## src/rtl/hp_nonce_sweeper.sv

```systemverilog
// hp_nonce_sweeper: issues nonce-swept messages to the hash pipe and reports hashes below target
module hp_nonce_sweeper #(
  parameter int WORDBITS   = 32,
  parameter int HASHWORDS  = 8,
  parameter int MSGWORDS   = 16,
  parameter int PIPE_LAT   = 66,
  parameter int NONCE_WORD = 3,
  parameter int HASHBITS   = HASHWORDS*WORDBITS,
  parameter int MSGBITS    = MSGWORDS*WORDBITS
) (
  input  logic                clk,
  input  logic                rst_n,
  input  logic                start,
  input  logic [MSGBITS-1:0]  header_in,
  input  logic [WORDBITS-1:0] nonce_start,
  input  logic [WORDBITS-1:0] nonce_end,
  input  logic [HASHBITS-1:0] target,
  output logic [MSGBITS-1:0]  req_msg,
  input  logic [HASHBITS-1:0] resp_hash,
  output logic                found_valid,
  input  logic                found_ready,
  output logic [WORDBITS-1:0] found_nonce,
  output logic [HASHBITS-1:0] found_hash,
  output logic                hit_dropped,
  output logic                busy,
  output logic                done
);
  localparam int DW = $clog2(PIPE_LAT+1);
  typedef enum logic [1:0] {IDLE, ISSUE, DRAIN} state_t;
  state_t state, state_n;
  logic [MSGBITS-1:0] hdr, msg;
  logic [WORDBITS-1:0] cnt, nend;
  logic [HASHBITS-1:0] tgt;
  logic [DW-1:0] drn;
  logic [PIPE_LAT-1:0] v_line;
  logic [WORDBITS-1:0] n_line [PIPE_LAT];
  logic last, hit, accept;
  assign accept = state == IDLE && start;
  assign last = cnt == nend;
  assign hit = v_line[PIPE_LAT-1] && resp_hash < tgt;
  // state register
  always_ff @(posedge clk or negedge rst_n)
    if (!rst_n) state <= IDLE;
    else state <= state_n;
  // next state: issue until the end nonce, then drain the pipe
  always_comb begin
    state_n = state;
    if (accept) state_n = ISSUE;
    if (state == ISSUE && last) state_n = DRAIN;
    if (state == DRAIN && drn == '0) state_n = IDLE;
  end
  // header with the nonce word replaced by the current counter
  always_comb begin
    msg = hdr;
    msg[MSGBITS-1-NONCE_WORD*WORDBITS -: WORDBITS] = cnt;
  end
  // work latch, nonce/drain counters, message register and status
  always_ff @(posedge clk or negedge rst_n)
    if (!rst_n) begin
      hdr <= '0;
      cnt <= '0;
      nend <= '0;
      tgt <= '0;
      drn <= '0;
      req_msg <= '0;
      busy <= 1'b0;
      done <= 1'b0;
    end else begin
      if (accept) begin
        hdr <= header_in;
        cnt <= nonce_start;
        nend <= nonce_end;
        tgt <= target;
      end else if (state == ISSUE && !last) cnt <= cnt + WORDBITS'(1);
      if (state == ISSUE) drn <= DW'(PIPE_LAT);
      else if (state == DRAIN && drn != '0) drn <= drn - DW'(1);
      req_msg <= state == ISSUE ? msg : '0;
      busy <= state_n != IDLE;
      done <= state == DRAIN && drn == '0;
    end
  // tag line tracking each message through the pipe latency
  always_ff @(posedge clk or negedge rst_n)
    if (!rst_n) begin
      v_line <= '0;
      for (int i = 0; i < PIPE_LAT; i++) n_line[i] <= '0;
    end else begin
      v_line[0] <= state == ISSUE;
      n_line[0] <= cnt;
      for (int i = 1; i < PIPE_LAT; i++) begin
        v_line[i] <= v_line[i-1];
        n_line[i] <= n_line[i-1];
      end
    end
  // single-entry found register; hits arriving while it is held are dropped
  always_ff @(posedge clk or negedge rst_n)
    if (!rst_n) begin
      found_valid <= 1'b0;
      found_nonce <= '0;
      found_hash <= '0;
      hit_dropped <= 1'b0;
    end else begin
      if (hit && (!found_valid || found_ready)) begin
        found_valid <= 1'b1;
        found_nonce <= n_line[PIPE_LAT-1];
        found_hash <= resp_hash;
      end else if (found_valid && found_ready) found_valid <= 1'b0;
      if (accept) hit_dropped <= 1'b0;
      else if (hit && found_valid && !found_ready) hit_dropped <= 1'b1;
    end
endmodule

```

## config.mk

```make
export PLATFORM = sky130hd
export DESIGN_NAME = hp_nonce_sweeper
export DESIGN_NICKNAME = d
export VERILOG_FILES = /design/src/rtl/hp_nonce_sweeper.sv
export SDC_FILE = /design/constraint.sdc
export NUM_CORES = 2
export LEC_CHECK = 0
export CAP_MARGIN = 10
export CORE_AREA = 2 2 748 750
export DETAILED_ROUTE_END_ITERATION = 8
export DIE_AREA = 0 0 750 752
export GPL_ROUTABILITY_DRIVEN = 0
export PLACE_DENSITY = 0.38
export SLEW_MARGIN = 10
export SYNTH_ARGS = -nofsm -noshare
export SYNTH_HDL_FRONTEND = slang
export SYNTH_SLANG_ARGS = --single-unit
```

## constraint.sdc

```tcl
create_clock -name clk -period 10.8 [get_ports clk]
set_clock_uncertainty 0.05 [all_clocks]
set_input_delay 1.08 -clock clk [delete_from_list [all_inputs] [get_ports clk]]
set_output_delay 1.08 -clock clk [all_outputs]
set_load 0.01 [all_outputs]
```

==> results.txt <==
Die Ht: 752 um
Worst-path clk slew: 0.06 ns
Worst VDD drop: 0.141 mV
H-tree depth: 5
Rows: 274
Mean Syn Cell Area: 16.9 um2
Die Wd: 750 um
Yosys top cell by area: dfrtp_1
Clock Sinks: 3791
Yosys top cell area share: 80.1%
Synth Cell Area: 118000 um2
Wirelength per Cell: 27.1 um
Arr. time, crit path: 7.25 ns
Top FF cell, synth: dfrtp_1
Number of buffers created by CTS: 436
Yosys warns: 0
Register area share after synthesis: 80.1%
Synth top area cells: dfrtp_1 80%, mux2_2 5.5%, ha_1 2.7%, and2_1 2.7%, mux2_1 2.1%
FF+latch count, synth: 3791
Status: complete, but fails checks
Failing checks: max-capacitance violations
Crit path capture type: flop
Min cycle time layout: 6.45 ns
Hold Fails Final Rpt: 0
# IOs: 1896
Drt pass-1 iters: 7
Share of layout cells above drive strength 1: 14.6%
Grt ovf: 0
Nets: 10503
Final setup vio count: 0
Syn Inst Count: 6986
DR vias/cell: 3.74
Pwr Total: 33400 uW
DRT Wirelength: 463000 um
Finished Cell Area: 161000 um2
# fillers: 55668
Static Leakage: 0.0720 uW
Post-synth EDFFs: 0
IO Port Bufs: 1863
Initial Utilization: 21.3%
Setup TNS: 0 ns
Post-DP Area: 146000 um2
Detailed placement HPWL: 363000 um
ANT nets after route: 0
First-pass GRT wire length: 621000 um
Die area: 564000 um2
Initial antenna violation count: 217
Setup WS pre-CTS: 2.83 ns
Gr usage total: 16.1%
Clk_lat worst skew: 1.03 ns
Ys async rst share: 100%
Worst setup path class: in -> reg
Max_cap viols: 1
Syn nets: 8335
Count of different cell masters after synthesis: 60
Maximum fanout along the worst path: 90
Slew at the pin closest to its max-slew limit: 1.50 ns
Vias in the first global route: 69303
Post-route clock period utilization: 59.7%
RSZ-0062 raised after global routing: false
Drt drc: 0
DR iter-0 viols: 3637
Pin count of the biggest net entering global routing: 178
Worst min path class: reg -> reg
Worst slew margin: 0.193%
Worst setup SP type: input pin
Core Region: 556000 um2
Slew Viols, Final: 0
Via Count: 63922
Fin worst setup slack: 4.35 ns
Max frequency: 155 MHz
Syn-to-layout area delta: 36.4%
Root buf cell: clkbuf_16
Max clock buf depth: 4
Postcts setup bufs: 0
Critical Path RT: 11.60 ns
PD cells: 207 nW/um2
CTS tree: yes
stage by stage:
stage	utilization (%)	cells	hold WS, ns
after floorplan	-	6986	0.281
after global placement	26.3	16167	0.281
after detailed placement	26.3	16167	0.285
after CTS	29.0	16972	0.195
after global routing	29.0	17024	0.213
final	29.1	17082	0.210
timing repair:
item,4_1_cts,5_1_grt
endpoints found under the setup margin,0,0
endpoints found under the hold margin,41,0
gates resized for setup,0,0
hold buffers,1,0
final cells by class:
class	count	area, um2	area share, %
Inverter	272	1030	0.637
Clock inverter	168	2430	1.51
Sequential cell	3791	94900	58.8
Antenna cell	110	275	0.170
Multi-Input combinational cell	2710	21300	13.2
Clock buffer	636	12600	7.81
Timing Repair Buffer	1943	19600	12.1
Tap cell	7452	9320	5.77
path summary, 6_finish.rpt:
| check | start | to | slack [ns] | cells past startpoint |
|---|---|---|---|---|
| worst max-delay path | resp_hash[219] | found_hash[1] | 4.35 | 12 |
| worst min-delay path | n_line[1784] | n_line[1752] | 0.21 | 0 |
| worst max register to register | tgt[219] | found_hash[1] | 4.71 | 12 |
| worst min register to register | n_line[1784] | n_line[1752] | 0.21 | 0 |
| max in group asynchronous | rst_n | req_msg[426] | 7.23 | 5 |
| min in group asynchronous | rst_n | tgt[95] | 0.55 | 2 |
state kept, by name (all words and copies together), names as in the netlist:
signal / count
found_valid: 1
hit_dropped: 1
v_line: 66
found_nonce: 32
req_msg: 512
drn: 7
state: 2
n_line: 2112
nend: 32
tgt: 256
done: 1
hdr: 480
found_hash: 256
cnt: 32
busy: 1
per-layer routing:
| layer | wire, um | global-route usage, % | share of wire, % |
|---|---|---|---|
| met2 | 230000 | 27.8 | 50 |
| met4 | 24700 | 7.19 | 5.3 |
| met1 | 164000 | 17.2 | 35 |
| met3 | 44200 | 6.53 | 9.5 |
| met5 | 868 | 0 | 0.19 |
worst max-delay path, stage by stage:
cell             delay, ns
clkdlybuf4s50_1       0.54
ha_1                  0.39
nand4_1               0.54
nor4_2                0.85
nand4_1               0.28
or3_4                 0.55
or4_1                 0.56
or4_1                 0.42
o221a_2               0.31
nand3_4               0.63
buf_12                0.48
mux2_2                0.40
report_power, final:
part           switching [uW]  leakage [uW]  internal [uW]
combinational            1040        0.0185            853
clock                    6160       0.00732           9170
sequential                490        0.0462          15700
total                    7700        0.0720          25700
cell families (layout without fill, tap and decap cells):
family,after synthesis,in the layout,synth area share (%)
AOI/OAI and AO/OA,501,501,2.31
xor gates and xnor gates,65,65,0.481
adders and majority gates,257,257,2.72
buffers and inverters,485,3019,1.87
DFF,3791,3791,80.1
muxes,802,802,7.63
other,0,110,0
and+or+nand+nor,1085,1085,4.85
cells in the mapped netlist (all sizes together), types with 12 or more instances:
master / number
a221oi: 12
nor3: 17
nand3: 39
buf: 37
o21ai: 327
nand4: 56
a21o: 15
dfrtp: 3791
nor2: 54
a211oi: 14
a21oi: 96
clkbuf: 176
nor4: 23
mux2: 801
ha: 257
inv: 271
nand2: 360
xor2: 38
and2: 505
xnor2: 27
layout by cell type (no fill, tap or decap), drive strengths merged, types with 14 or more instances in the layout:
cell type and n:
nand2 360, clkdlybuf4s50 1849, nand3 39, clkinvlp 21
o21ai 327, xnor2 27, nor3 17, and2 505
inv 288, bufinv 44, a21o 15, dfrtp 3791
nor4 23, nor2 54, ha 257, a21oi 96
xor2 38, mux2 801, clkbuf 636, diode 110
nand4 56, a211oi 14, clkinv 87, buf 93
Power figures use the tool's default switching activity.
